### config.mk
export PLATFORM = sky130hd
export DESIGN_NAME = counter_priority
export DESIGN_NICKNAME = d
export VERILOG_FILES = /design/src/rtl/agc_ctr_pkg.sv /design/src/rtl/ctr_prio_enc.sv /design/src/rtl/counter_priority.sv
export SDC_FILE = /design/constraint.sdc
export NUM_CORES = 1
export LEC_CHECK = 0
export CORE_MARGIN = 4
export CORE_UTILIZATION = 40
export DETAILED_ROUTE_END_ITERATION = 6
export GPL_ROUTABILITY_DRIVEN = 0
export HOLD_SLACK_MARGIN = 0.12
export SYNTH_ARGS = -nofsm -noshare
export SYNTH_HDL_FRONTEND = slang
export SYNTH_SLANG_ARGS = --single-unit
### constraint.sdc
create_clock -name CLOCK -period 6.3 [get_ports CLOCK]
set_clock_uncertainty 0.05 [all_clocks]
set_input_delay 1.26 -clock CLOCK [delete_from_list [all_inputs] [get_ports CLOCK]]
set_output_delay 1.26 -clock CLOCK [all_outputs]
set_load 0.01 [all_outputs]
### src/rtl/agc_ctr_pkg.sv
// Shared types and helpers for the counter-request priority chain.
package agc_ctr_pkg;

   localparam int unsigned CA_BASE_DEFAULT = 20;
   localparam int unsigned CA_W            = 6;

   typedef enum logic [1:0] {
      CTR_NORM,
      CTR_CDU,
      CTR_DINC,
      CTR_SHIFT
   } ctr_class_e;

   typedef enum logic [1:0] {
      IDLE,
      GRANT,
      DONE
   } ctr_state_e;

   typedef struct packed {
      logic pinc;
      logic minc;
      logic pcdu;
      logic mcdu;
      logic dinc;
      logic shinc;
      logic shanc;
   } ctr_inc_t;

   // Channel class from its mask bits; the masks are disjoint by construction.
   function automatic ctr_class_e ctr_class(input logic cdu, input logic dinc, input logic shift);
      ctr_class_e cls;
      if (cdu)        cls = CTR_CDU;
      else if (dinc)  cls = CTR_DINC;
      else if (shift) cls = CTR_SHIFT;
      else            cls = CTR_NORM;
      return cls;
   endfunction

   function automatic ctr_inc_t ctr_inc_decode(input ctr_class_e cls, input logic minus);
      ctr_inc_t r;
      r = '0;
      case (cls)
         CTR_NORM:  if (minus) r.minc  = 1'b1; else r.pinc  = 1'b1;
         CTR_CDU:   if (minus) r.mcdu  = 1'b1; else r.pcdu  = 1'b1;
         CTR_DINC:  r.dinc = 1'b1;
         CTR_SHIFT: if (minus) r.shanc = 1'b1; else r.shinc = 1'b1;
         default:   r = '0;
      endcase
      return r;
   endfunction

endpackage

### src/rtl/ctr_prio_enc.sv
// Lowest-index-first priority encoder over paired plus/minus request vectors.
module ctr_prio_enc #(
   parameter int unsigned N  = 20,
   parameter int unsigned IW = 5
) (
   input  logic [N-1:0]  plus_i,
   input  logic [N-1:0]  minus_i,
   output logic          valid_o,
   output logic [IW-1:0] idx_o,
   output logic          minus_o
);

   // Scan downward so the lowest pending index is the last one written.
   always_comb begin
      valid_o = 1'b0;
      idx_o   = '0;
      minus_o = 1'b0;
      for (int i = int'(N) - 1; i >= 0; i--) begin
         if (plus_i[i] || minus_i[i]) begin
            valid_o = 1'b1;
            idx_o   = IW'(i);
            minus_o = ~plus_i[i];
         end
      end
   end

endmodule

### src/rtl/counter_priority.sv
// Counter-request priority chain: latches counter requests and steals MCTs for them.
// Optional sticky overrun flags are built when CTR_OVERRUN_EN is defined.
module counter_priority
   import agc_ctr_pkg::*;
#(
   parameter int unsigned     NCTR       = 20,
   parameter int unsigned     CA_BASE    = CA_BASE_DEFAULT,
   parameter logic [NCTR-1:0] CDU_MASK   = '0,
   parameter logic [NCTR-1:0] DINC_MASK  = '0,
   parameter logic [NCTR-1:0] SHIFT_MASK = '0
) (
   input  logic             CLOCK,
   input  logic             SIM_RST,
   input  logic             GOJAM,
   input  logic             T12_STB,
   input  logic             T07_STB,
   input  logic             INHINC,
   input  logic [NCTR-1:0]  CTR_PLUS,
   input  logic [NCTR-1:0]  CTR_MINUS,
   output logic             INKL,
   output logic             INKL_n,
   output logic [CA_W-1:0]  CTR_CA,
   output logic             PINC,
   output logic             MINC,
   output logic             PCDU,
   output logic             MCDU,
   output logic             DINC,
   output logic             SHINC,
   output logic             SHANC,
   output logic             CHINC_n,
   output logic [NCTR-1:0]  CTR_OVR
);

   localparam int unsigned IW = (NCTR > 1) ? $clog2(NCTR) : 1;

   ctr_state_e      state_q, state_d;
   logic [NCTR-1:0] p_q, p_d, m_q, m_d;
   logic [IW-1:0]   idx_q, idx_d;
   logic            minus_q, minus_d;
   logic            inkl_q, inkl_d;
   logic [CA_W-1:0] ca_q, ca_d;
   ctr_inc_t        inc_q, inc_d;
   logic            chinc_n_q, chinc_n_d;

   logic [NCTR-1:0] req_m, served_oh, clr_p, clr_m, cand_p, cand_m;
   logic [IW-1:0]   enc_idx;
   logic            enc_valid, enc_minus;
   logic            clr_now, grant_ok, start, stop;

   always_comb begin
      served_oh        = '0;
      served_oh[idx_q] = 1'b1;
   end

   // DINC channels only count upward, so their minus strobe never pends.
   assign req_m    = CTR_MINUS & ~DINC_MASK;
   assign clr_now  = (state_q == GRANT) && T07_STB;
   assign clr_p    = (clr_now && !minus_q) ? served_oh : '0;
   assign clr_m    = (clr_now &&  minus_q) ? served_oh : '0;
   assign cand_p   = p_q & ~(clr_p | clr_m);
   assign cand_m   = m_q & ~(clr_p | clr_m);
   assign grant_ok = T12_STB && enc_valid && !INHINC;

   ctr_prio_enc #(
      .N  (NCTR),
      .IW (IW)
   ) u_enc (
      .plus_i  (cand_p),
      .minus_i (cand_m),
      .valid_o (enc_valid),
      .idx_o   (enc_idx),
      .minus_o (enc_minus)
   );

   // Next-state, pending cells and registered output decode.
   always_comb begin
      state_d   = state_q;
      idx_d     = idx_q;
      minus_d   = minus_q;
      inkl_d    = inkl_q;
      ca_d      = ca_q;
      inc_d     = inc_q;
      chinc_n_d = 1'b1;
      start     = 1'b0;
      stop      = 1'b0;

      // A request in the same cycle as the clear keeps the cell set.
      p_d = (p_q & ~clr_p) | CTR_PLUS;
      m_d = (m_q & ~clr_m) | req_m;

      case (state_q)
         IDLE: begin
            if (grant_ok) start = 1'b1;
         end
         GRANT: begin
            if (T07_STB) begin
               state_d   = DONE;
               chinc_n_d = 1'b0;
            end
         end
         DONE: begin
            if (T12_STB) begin
               if (grant_ok) start = 1'b1;
               else          stop  = 1'b1;
            end
         end
         default: stop = 1'b1;
      endcase

      if (start) begin
         state_d = GRANT;
         idx_d   = enc_idx;
         minus_d = enc_minus;
         inkl_d  = 1'b1;
         ca_d    = CA_W'(CA_BASE + 32'(enc_idx));
         inc_d   = ctr_inc_decode(ctr_class(CDU_MASK[enc_idx], DINC_MASK[enc_idx],
                                            SHIFT_MASK[enc_idx]), enc_minus);
      end

      if (stop) begin
         state_d = IDLE;
         inkl_d  = 1'b0;
         ca_d    = '0;
         inc_d   = '0;
      end

      if (GOJAM) begin
         state_d   = IDLE;
         p_d       = '0;
         m_d       = '0;
         idx_d     = '0;
         minus_d   = 1'b0;
         inkl_d    = 1'b0;
         ca_d      = '0;
         inc_d     = '0;
         chinc_n_d = 1'b1;
      end
   end

   always_ff @(posedge CLOCK or posedge SIM_RST) begin
      if (SIM_RST) begin
         state_q   <= IDLE;
         p_q       <= '0;
         m_q       <= '0;
         idx_q     <= '0;
         minus_q   <= 1'b0;
         inkl_q    <= 1'b0;
         ca_q      <= '0;
         inc_q     <= '0;
         chinc_n_q <= 1'b1;
      end else begin
         state_q   <= state_d;
         p_q       <= p_d;
         m_q       <= m_d;
         idx_q     <= idx_d;
         minus_q   <= minus_d;
         inkl_q    <= inkl_d;
         ca_q      <= ca_d;
         inc_q     <= inc_d;
         chinc_n_q <= chinc_n_d;
      end
   end

`ifdef CTR_OVERRUN_EN
   logic [NCTR-1:0] ovr_q, ovr_d;

   // A strobe on an already-set cell loses a count, unless that cell is being cleared.
   always_comb begin
      ovr_d = ovr_q | (CTR_PLUS & p_q & ~clr_p) | (req_m & m_q & ~clr_m);
      if (GOJAM) ovr_d = '0;
   end

   always_ff @(posedge CLOCK or posedge SIM_RST) begin
      if (SIM_RST) ovr_q <= '0;
      else         ovr_q <= ovr_d;
   end

   assign CTR_OVR = ovr_q;
`else
   assign CTR_OVR = '0;
`endif

   assign INKL    = inkl_q;
   assign INKL_n  = ~inkl_q;
   assign CTR_CA  = ca_q;
   assign PINC    = inc_q.pinc;
   assign MINC    = inc_q.minc;
   assign PCDU    = inc_q.pcdu;
   assign MCDU    = inc_q.mcdu;
   assign DINC    = inc_q.dinc;
   assign SHINC   = inc_q.shinc;
   assign SHANC   = inc_q.shanc;
   assign CHINC_n = chinc_n_q;

endmodule

Word level (Yosys, flattened, before mapping)
Memories as Yosys holds them, arrays and structs flattened.
Index checks and enable logic that the tools add are counted.
W data, S select, Z words.
{"block": "totals", "wordCells": 194, "mem_bits_ro": 32, "regBits": 63, "mem_count": 1}
{"name": "(name not given)", "depth": 32, "word_bits": 1, "read_ports": 1, "rd_ports_with_merged_regs": 0, "write_ports": 0, "line": "counter_priority.sv:117", "text": "SHIFT_MASK[enc_idx]), enc_minus);"}
{"block": "classes", "magnitude_cmp": 3, "muxes": 102, "n_reduce_logical": 36, "eq_ne": 5, "bitwise": 31, "addsub": 1}
{"operator": "$mux W5", "count": 22}
{"operator": "$and A20 B20 Y20", "count": 4}
{"operator": "$mux W20", "count": 4}
{"operator": "$not A20 Y20", "count": 3}
{"operator": "$or A20 B20 Y20", "count": 3}
{"operator": "$mux W1", "count": 58}
{"operator": "$mux W7", "count": 3}
{"operator": "$not A1 Y1", "count": 21}
{"operator": "$logic_or A1 B1 Y1", "count": 20}
{"operator": "$mux W2", "count": 9}
{"operator": "$mux W6", "count": 3}
{"operator": "$lt A5 B6 Y1 const B", "count": 2}
{"operator": "$reduce_bool A4 Y1", "count": 2}
{"operator": "$add A5 B5 Y6 const A", "count": 1}
{"operator": "$eq A2 B2 Y1 const B", "count": 3}
{"operator": "$logic_and A1 B1 Y1", "count": 6}
{"operator": "$demux W1 S5", "count": 1}
{"operator": "$ge A5 B1 Y1 const B", "count": 1}
{"operator": "$eq A2 B1 Y1 const B", "count": 2}
{"operator": "$logic_not A2 Y1", "count": 2}
{"operator": "$pmux W1 S2", "count": 2}
{"operator": "$reduce_bool A3 Y1", "count": 1}
{"operator": "$logic_not A1 Y1", "count": 2}
{"operator": "$reduce_and A2 Y1", "count": 1}
{"operator": "2 further kinds", "count": 2}

Logic depth before layout (Yosys ltp)
Gate-level depths: netlist (run 1).
{"block": "logic_depth", "word_depth": 40, "mapped_depth": 13}

Hierarchy
Synthesis (run 1) repeated with hierarchy kept, for this count alone.
{"block": "unflattened", "cells_unflattened": 434, "hier_area_um2": 3703.6}
{"mod": "counter_priority", "cells_per_inst": 345, "instances": 1, "area_each_um2": 3220.6, "seq_area_each_um2": 1452.6}
{"mod": "ctr_prio_enc", "cells_per_inst": 89, "instances": 1, "area_each_um2": 483.0, "seq_area_each_um2": 0.0}

Worst setup path before layout (run 1)
Ideal clock, no wire load.
{"block": "synth_path", "path_kind": "in2reg", "startpoint": "in T07_STB", "endpoint": "reg ca_q[4], in the netlist CTR_CA[4]", "cell_stages": 9, "t_required_ps": 6129, "setup_time_ps": 121, "path_buffers": 2, "setup_slack_ps": 3182, "arrival_time_ps": 2947, "cell_sequence": "and4b_1 buf_2 and4_1 o32ai_2 nand3b_1 o21ai_4 and3_1 buf_4 a22o_1"}
{"block": "synth_via", "elab_chain_cells": 34}
{"element": "start: declaration", "line": "counter_priority.sv:16", "text": "input logic T07_STB,"}
{"element": "$logic_and A1 B1 Y1 *", "line": "counter_priority.sv:57", "text": "assign clr_now = (state_q == GRANT) && T07_STB;"}
{"element": "$logic_and A1 B1 Y1 (on tied branches)", "line": "counter_priority.sv:58, counter_priority.sv:59"}
{"element": "$mux W20 (on tied branches)", "line": "counter_priority.sv:58, counter_priority.sv:59"}
{"element": "$or A20 B20 Y20 *", "line": "counter_priority.sv:60, counter_priority.sv:61"}
{"element": "$not A20 Y20 *", "line": "counter_priority.sv:60, counter_priority.sv:61"}
{"element": "parallel branches: the longest is 29 deep, another holds $and A20 B20 Y20"}
{"element": "end signal: assignment", "line": "counter_priority.sv:148", "text": "ca_q <= '0;"}
{"element": "end signal: assignment", "line": "counter_priority.sv:158", "text": "ca_q <= ca_d;"}
{"element": "end: declaration", "line": "counter_priority.sv:41", "text": "logic [CA_W-1:0] ca_q, ca_d;"}
Mark *: on every way between the ends. The select of a mux whose other input is x is not followed.
A chain may end at the register's enable or synchronous reset.

Final worst setup path (run 1)
Ends and elaborated chain as after synthesis.

==> out/metrics.cfg, run 1 <==
[setup_path]
startpoint=T07_STB
r2r_start=state_q[1]
reg2regPathDepth=7
start_kind=input pin
cp.required_ps=6550
worstReg2RegEnd=CTR_CA[4]
cp.arrival_ps=4520
r2r_setup_slack_ps=3030
crit_type=input pin to register
crit_fanout=11
end_kind=register
cp-endpoint=CTR_CA[4]

[finish]
fillers=979
final_common_cell=nor2_1
n_antenna_cell=0
final_cell_mix=nor2_1 (68), a21oi_1 (58), dfrtp_1 (57), clkdlybuf4s50_1 (56), nand2_1 (37)
regArea_sq_um=1450
fin_area_sq_um=4730
area_growth_pct=18.4
multi_input_area_sq_um=2230
fin_nets=566
drive_gt1_frac=0.0822

[cts]
clkLatencyLatePin_ps=350
hold_buffers=0
tritoncts.num_buffers=9
cts_tree=yes
root_buffer=clkbuf_8
cts_setup_buffers=0
clk_path_buf_depth=2
ctsHtreeMaxLevel=3
clkTransAtPathRegs_ps=70
cts_resized=0
clkSinkCount=58

[synth]
ys_types=78
ys_seq_elements=58
ys_seq_area_frac=0.364
ys_async_sr_fraction=1.00
syn_area_per_cell_sq_um=8.38
netlist_instances=476
synth_edf_count=0
ys_warn_count=0
synth_area_sq_um=3990
synthFlopType=dfrtp_1

[power]
p_comb_frac=0.175
powerDensity_nw_per_um2=209
seqPwrFrac=0.432
switchingPower_uw=282
p_int_uw=707
clkPwrFrac=0.393
p_leak_uw=0.00191
peakVddDrop_uv=105
switching_share=0.285

[global_route]
antenna_found_initial=0
grt_pass1_vias=3580
grt_usage=0.205
grt_max_degree=59
grt.overflow.total=0
grt_pass1_wl_mm=18.4

[placement]
hpwl_mm=8.00
post_dp_cell_area_sq_um=4500
portBuffers=56

[timing]
setup_viol=0
final-hold-violation-count=0
rsz0062_at_grt=false
slew_viol_final=0
worst_pin_slew_ps=1010
worst_hold_slack_ps=438
period_share=0.678
relSlewSlack=0.325
fin_tns_setup_ps=0
finalCriticalPeriod_ps=4270
fmaxAchievable_mhz=234

[min_path]
hold_path.class=register to register

[drt]
via_per_inst=5.79
drtIter0Drc=258
drc=0
wl_per_cell_um=17.7
first_pass_iters=4
routed_wirelength_mm=11.6
via_count=3799
postRouteAntennaNets=0

[floorplanning]
row_count=36
dieArea_sq_um=11600
start_util=0.410
io_pins=82
dieHeight_um=108
core_sq_um=9730
chipWidth_um=108

[job]
drv_cap=0

[outcome]
outcome=finished clean

-- synthesized netlist by cell type (5+ instances only) --
library cell	number	area [sq um]
o31ai_1	5	37.5
a21o_1	5	37.5
nor2_1	68	255
clkbuf_1	8	30.0
nor3b_1	6	45.0
a21boi_0	5	37.5
buf_4	28	210
a31oi_1	8	50.1
a21oi_1	58	290
dfrtp_1	57	1430
nand3_1	25	125
and3_1	6	37.5
o21ai_0	9	45.0
inv_1	14	52.6
nand2_1	37	139
buf_2	12	60.1
nor3_1	11	55.1
-- final cells by class --
| cell class | count | share of cell area |
|---|---|---|
| inverters | 14 | 0.0111 |
| clock inverters | 1 | 0.00635 |
| repair buffers | 61 | 0.127 |
| clock buffers | 14 | 0.0408 |
| flip-flops and latches | 58 | 0.307 |
| multi-input cells | 375 | 0.473 |
| well taps | 133 | 0.0352 |
-- worst min-delay path by stage --
stage | start | to | cells after the start | slack (ps)
floorplan | p_q[19] | p_q[19] | 2 | 440
detailed placement | CTR_CA[0] | CTR_CA[0] | 1 | 430
CTS | CTR_CA[0] | CTR_CA[0] | 1 | 440
global route | CTR_CA[0] | CTR_CA[0] | 1 | 470
global placement | CTR_CA[0] | CTR_CA[0] | 1 | 420
finish | CTR_CA[0] | CTR_CA[0] | 1 | 440
-- logic make-up after synthesis --
| kind of cell | count (synthesis) | synth area share |
|---|---|---|
| and+or+nand+nor | 199 | 0.269 |
| other | 1 | 0.000940 |
| AOI/OAI and AO/OA | 147 | 0.257 |
| DFF | 58 | 0.364 |
| adders and majority gates | 1 | 0.00314 |
| buffers and inverters | 67 | 0.0988 |
| muxes | 3 | 0.00753 |
-- power groups by stage --
| stage | combinational (uW) | clock (uW) | sequential [uW] |
|---|---|---|---|
| finish | 173 | 389 | 427 |
| global placement | 170 | 0 | 433 |
| global route | 190 | 418 | 431 |
| detailed placement | 172 | 0 | 433 |
| CTS | 172 | 396 | 427 |
| floorplan | 125 | 0 | 421 |
-- sequential cells by signal, indices dropped and copies added, names as in the netlist --
signal / cells
p_q: 20
MINC: 1
state_q: 2
CTR_CA: 6
m_q: 20
PINC: 1
minus_q: 1
idx_q: 5
INKL: 1
CHINC_n: 1
-- metrics by stage --
| stage | util | setup slack [ps] | power [uW] | cells |
|---|---|---|---|---|
| 2_1_floorplan | - | 3180 | 546 | 500 |
| 3_3_place_gp | 0.463 | 1830 | 603 | 641 |
| 3_5_place_dp | 0.463 | 1720 | 605 | 641 |
| 4_1_cts | 0.486 | 2070 | 995 | 656 |
| 5_1_grt | 0.486 | 1870 | 1040 | 656 |
| 6_report | 0.486 | 2030 | 989 | 656 |
-- metal layers --
layer / track usage / routed length [um]
met3: 0.0534 / 925
met1: 0.267 / 5080
met2: 0.319 / 5300
met4: 0.0893 / 280
met5: 0 / 0
-- critical path: stages --
cell and delay, ps:
clkdlybuf4s50_1 590, nand4b_1 520, nor2_1 740, a32o_1 330
nand3b_1 180, o21ai_4 300, and3_1 400, a22o_1 190
No activity file was read; power rests on OpenSTA's default activity.
==> run 2, diff against run 1 <==
==> constraint.sdc (replaced) <==
create_clock -name CLOCK -period 4.2 [get_ports CLOCK]
set_clock_uncertainty 0.05 [all_clocks]
set_input_delay 0.84 -clock CLOCK [delete_from_list [all_inputs] [get_ports CLOCK]]
set_output_delay 0.84 -clock CLOCK [all_outputs]
set_load 0.01 [all_outputs]
==> run 2 against run 1 <==
Against the previous run: the flow now finishes with violations (design-rule violations); worst hold slack better by 14 ps; largest cell class unchanged; sequential share of layout area down 0.27 points; critical path depth rose by 1; first-iteration DRC count is 3.1% lower; sequential cell count stayed put; non-clock buffer count rose by 8; clock power up 38%; clock-buffer cell count decreased by 4; utilization grew 0.42 points; die area is the same.
==> out/metrics.cfg, run 2 (synthesized netlist as in run 1, its figures left out) <==
[cts]
cts_tree=yes
clkLatencyLatePin_ps=350  ; about the same
cts_resized=0  ; unchanged
root_buffer=clkbuf_8
hold_buffers=0  ; unchanged
clk_path_buf_depth=2  ; unchanged
clkTransAtPathRegs_ps=80  ; about the same
tritoncts.num_buffers=9  ; unchanged
ctsHtreeMaxLevel=3  ; unchanged
clkSinkCount=58  ; unchanged
cts_setup_buffers=0  ; unchanged

[drt]
first_pass_iters=6  ; +2
wl_per_cell_um=17.3  ; -2.1%
via_count=3783  ; -0.42%
drtIter0Drc=250  ; -3.1%
postRouteAntennaNets=0  ; unchanged
via_per_inst=5.69  ; -1.8%
drc=1  ; +1
routed_wirelength_mm=11.5  ; -0.74%

[power]
switchingPower_uw=439  ; +56%
p_comb_frac=0.178  ; +0.003
p_leak_uw=0.00193  ; +1.0%
p_int_uw=1000  ; +41%
finalPower_uw=1440  ; +45%
peakVddDrop_uv=144  ; +37%
seqPwrFrac=0.448  ; +0.016
switching_share=0.305  ; +0.0201
powerDensity_nw_per_um2=302  ; +44%
clkPwrFrac=0.374  ; -0.019

[floorplanning]
core_sq_um=9730  ; unchanged
dieHeight_um=108  ; unchanged
chipWidth_um=108  ; unchanged
start_util=0.410  ; unchanged
dieArea_sq_um=11600  ; unchanged
io_pins=82  ; unchanged
row_count=36  ; unchanged

[timing]
worst_pin_slew_ps=963  ; -48.9 ps
final-hold-violation-count=0  ; unchanged
relSlewSlack=0.358  ; +0.0326
fmaxAchievable_mhz=281
finalCriticalPeriod_ps=3560
slew_viol_final=0  ; unchanged
rsz0062_at_grt=false
period_share=0.847
fin_tns_setup_ps=0  ; unchanged
setup_viol=0  ; unchanged

[setup_path]
end_kind=register
cp.required_ps=4370  ; -2180 ps
crit_type=input pin to register
start_kind=input pin
crit_fanout=19  ; +8
cp.arrival_ps=3720  ; -800 ps

[outcome]
violations=design-rule violations
outcome=finished, violations left

[global_route]
antenna_found_initial=0  ; unchanged
grt_usage=0.203  ; -0.00155
grt_pass1_wl_mm=18.6  ; +1.3%
grt.overflow.total=0  ; unchanged
grt_pass1_vias=3610  ; +0.84%
grt_max_degree=45  ; -24%

[finish]
drive_gt1_frac=0.0977  ; +0.0155
n_antenna_cell=0  ; unchanged
area_growth_pct=19.5
fin_nets=574  ; +1.4%
final_common_cell=nor2_1
final_cell_mix=nor2_1 (68), a21oi_1 (58), dfrtp_1 (57), clkdlybuf4s50_1 (56), nand2_1 (37)

[placement]
portBuffers=56  ; unchanged
hpwl_mm=8.23  ; +2.9%

[job]
drv_cap=0  ; unchanged

[min_path]
hold_path.class=register to register

[run 2: critical path, cell delays in order]
cell	delay (ps)
clkdlybuf4s50_1	580
and4b_1	730
buf_4	270
a311oi_1	90
a221oi_1	330
o311ai_0	210
a211o_1	310
a21oi_2	230
a211oi_2	110
[run 2: layout make-up]
cell class	count	area, sq um
Clock buffer	10	138
Clock inverter	6	66.3
Fill cell	975	4960
Inverter	14	52.6
Multi-Input combinational cell	375	2230
Sequential cell	58	1450
Tap cell	133	166
Timing Repair Buffer	69	658
[run 2: power groups by stage]
stage	Sequential [uW]	Combinational, uW	Clock (uW)
after floorplan	631	188	0
after global placement	653	252	0
after detailed placement	655	254	0
after CTS	644	256	548
after global routing	652	283	573
final	645	256	538
[run 2: worst paths after layout]
kind | to | cells past startpoint | slack (ps) | start
min in group asynchronous | CTR_CA[1] | 2 | 830 | SIM_RST
hold / removal | CTR_CA[1] | 1 | 450 | CTR_CA[1]
setup / recovery | minus_q | 9 | 640 | T07_STB
hold reg to reg | CTR_CA[1] | 1 | 450 | CTR_CA[1]
setup reg to reg | CTR_CA[4] | 8 | 1060 | idx_q[0]
max in group asynchronous | m_q[14] | 3 | 2420 | SIM_RST
[run 2: routing by layer]
layer	wire length, um	vias to the layer above	track usage
li1	-	1801	-
met1	5160	1825	0.278
met2	5380	140	0.318
met3	712	17	0.0342
met4	240	0	0.0821
met5	0	-	0
[run 2: stage by stage]
| stage | hold WS, ps | util | std cells | area [sq um] | setup slack, ps |
|---|---|---|---|---|---|
| floorplan | 441 | - | 500 | 4080 | 1500 |
| global placement | 438 | 0.469 | 649 | 4560 | 364 |
| detailed placement | 435 | 0.469 | 649 | 4560 | 329 |
| CTS | 460 | 0.490 | 665 | 4770 | 699 |
| global route | 471 | 0.490 | 665 | 4770 | 513 |
| finish | 453 | 0.490 | 665 | 4770 | 642 |
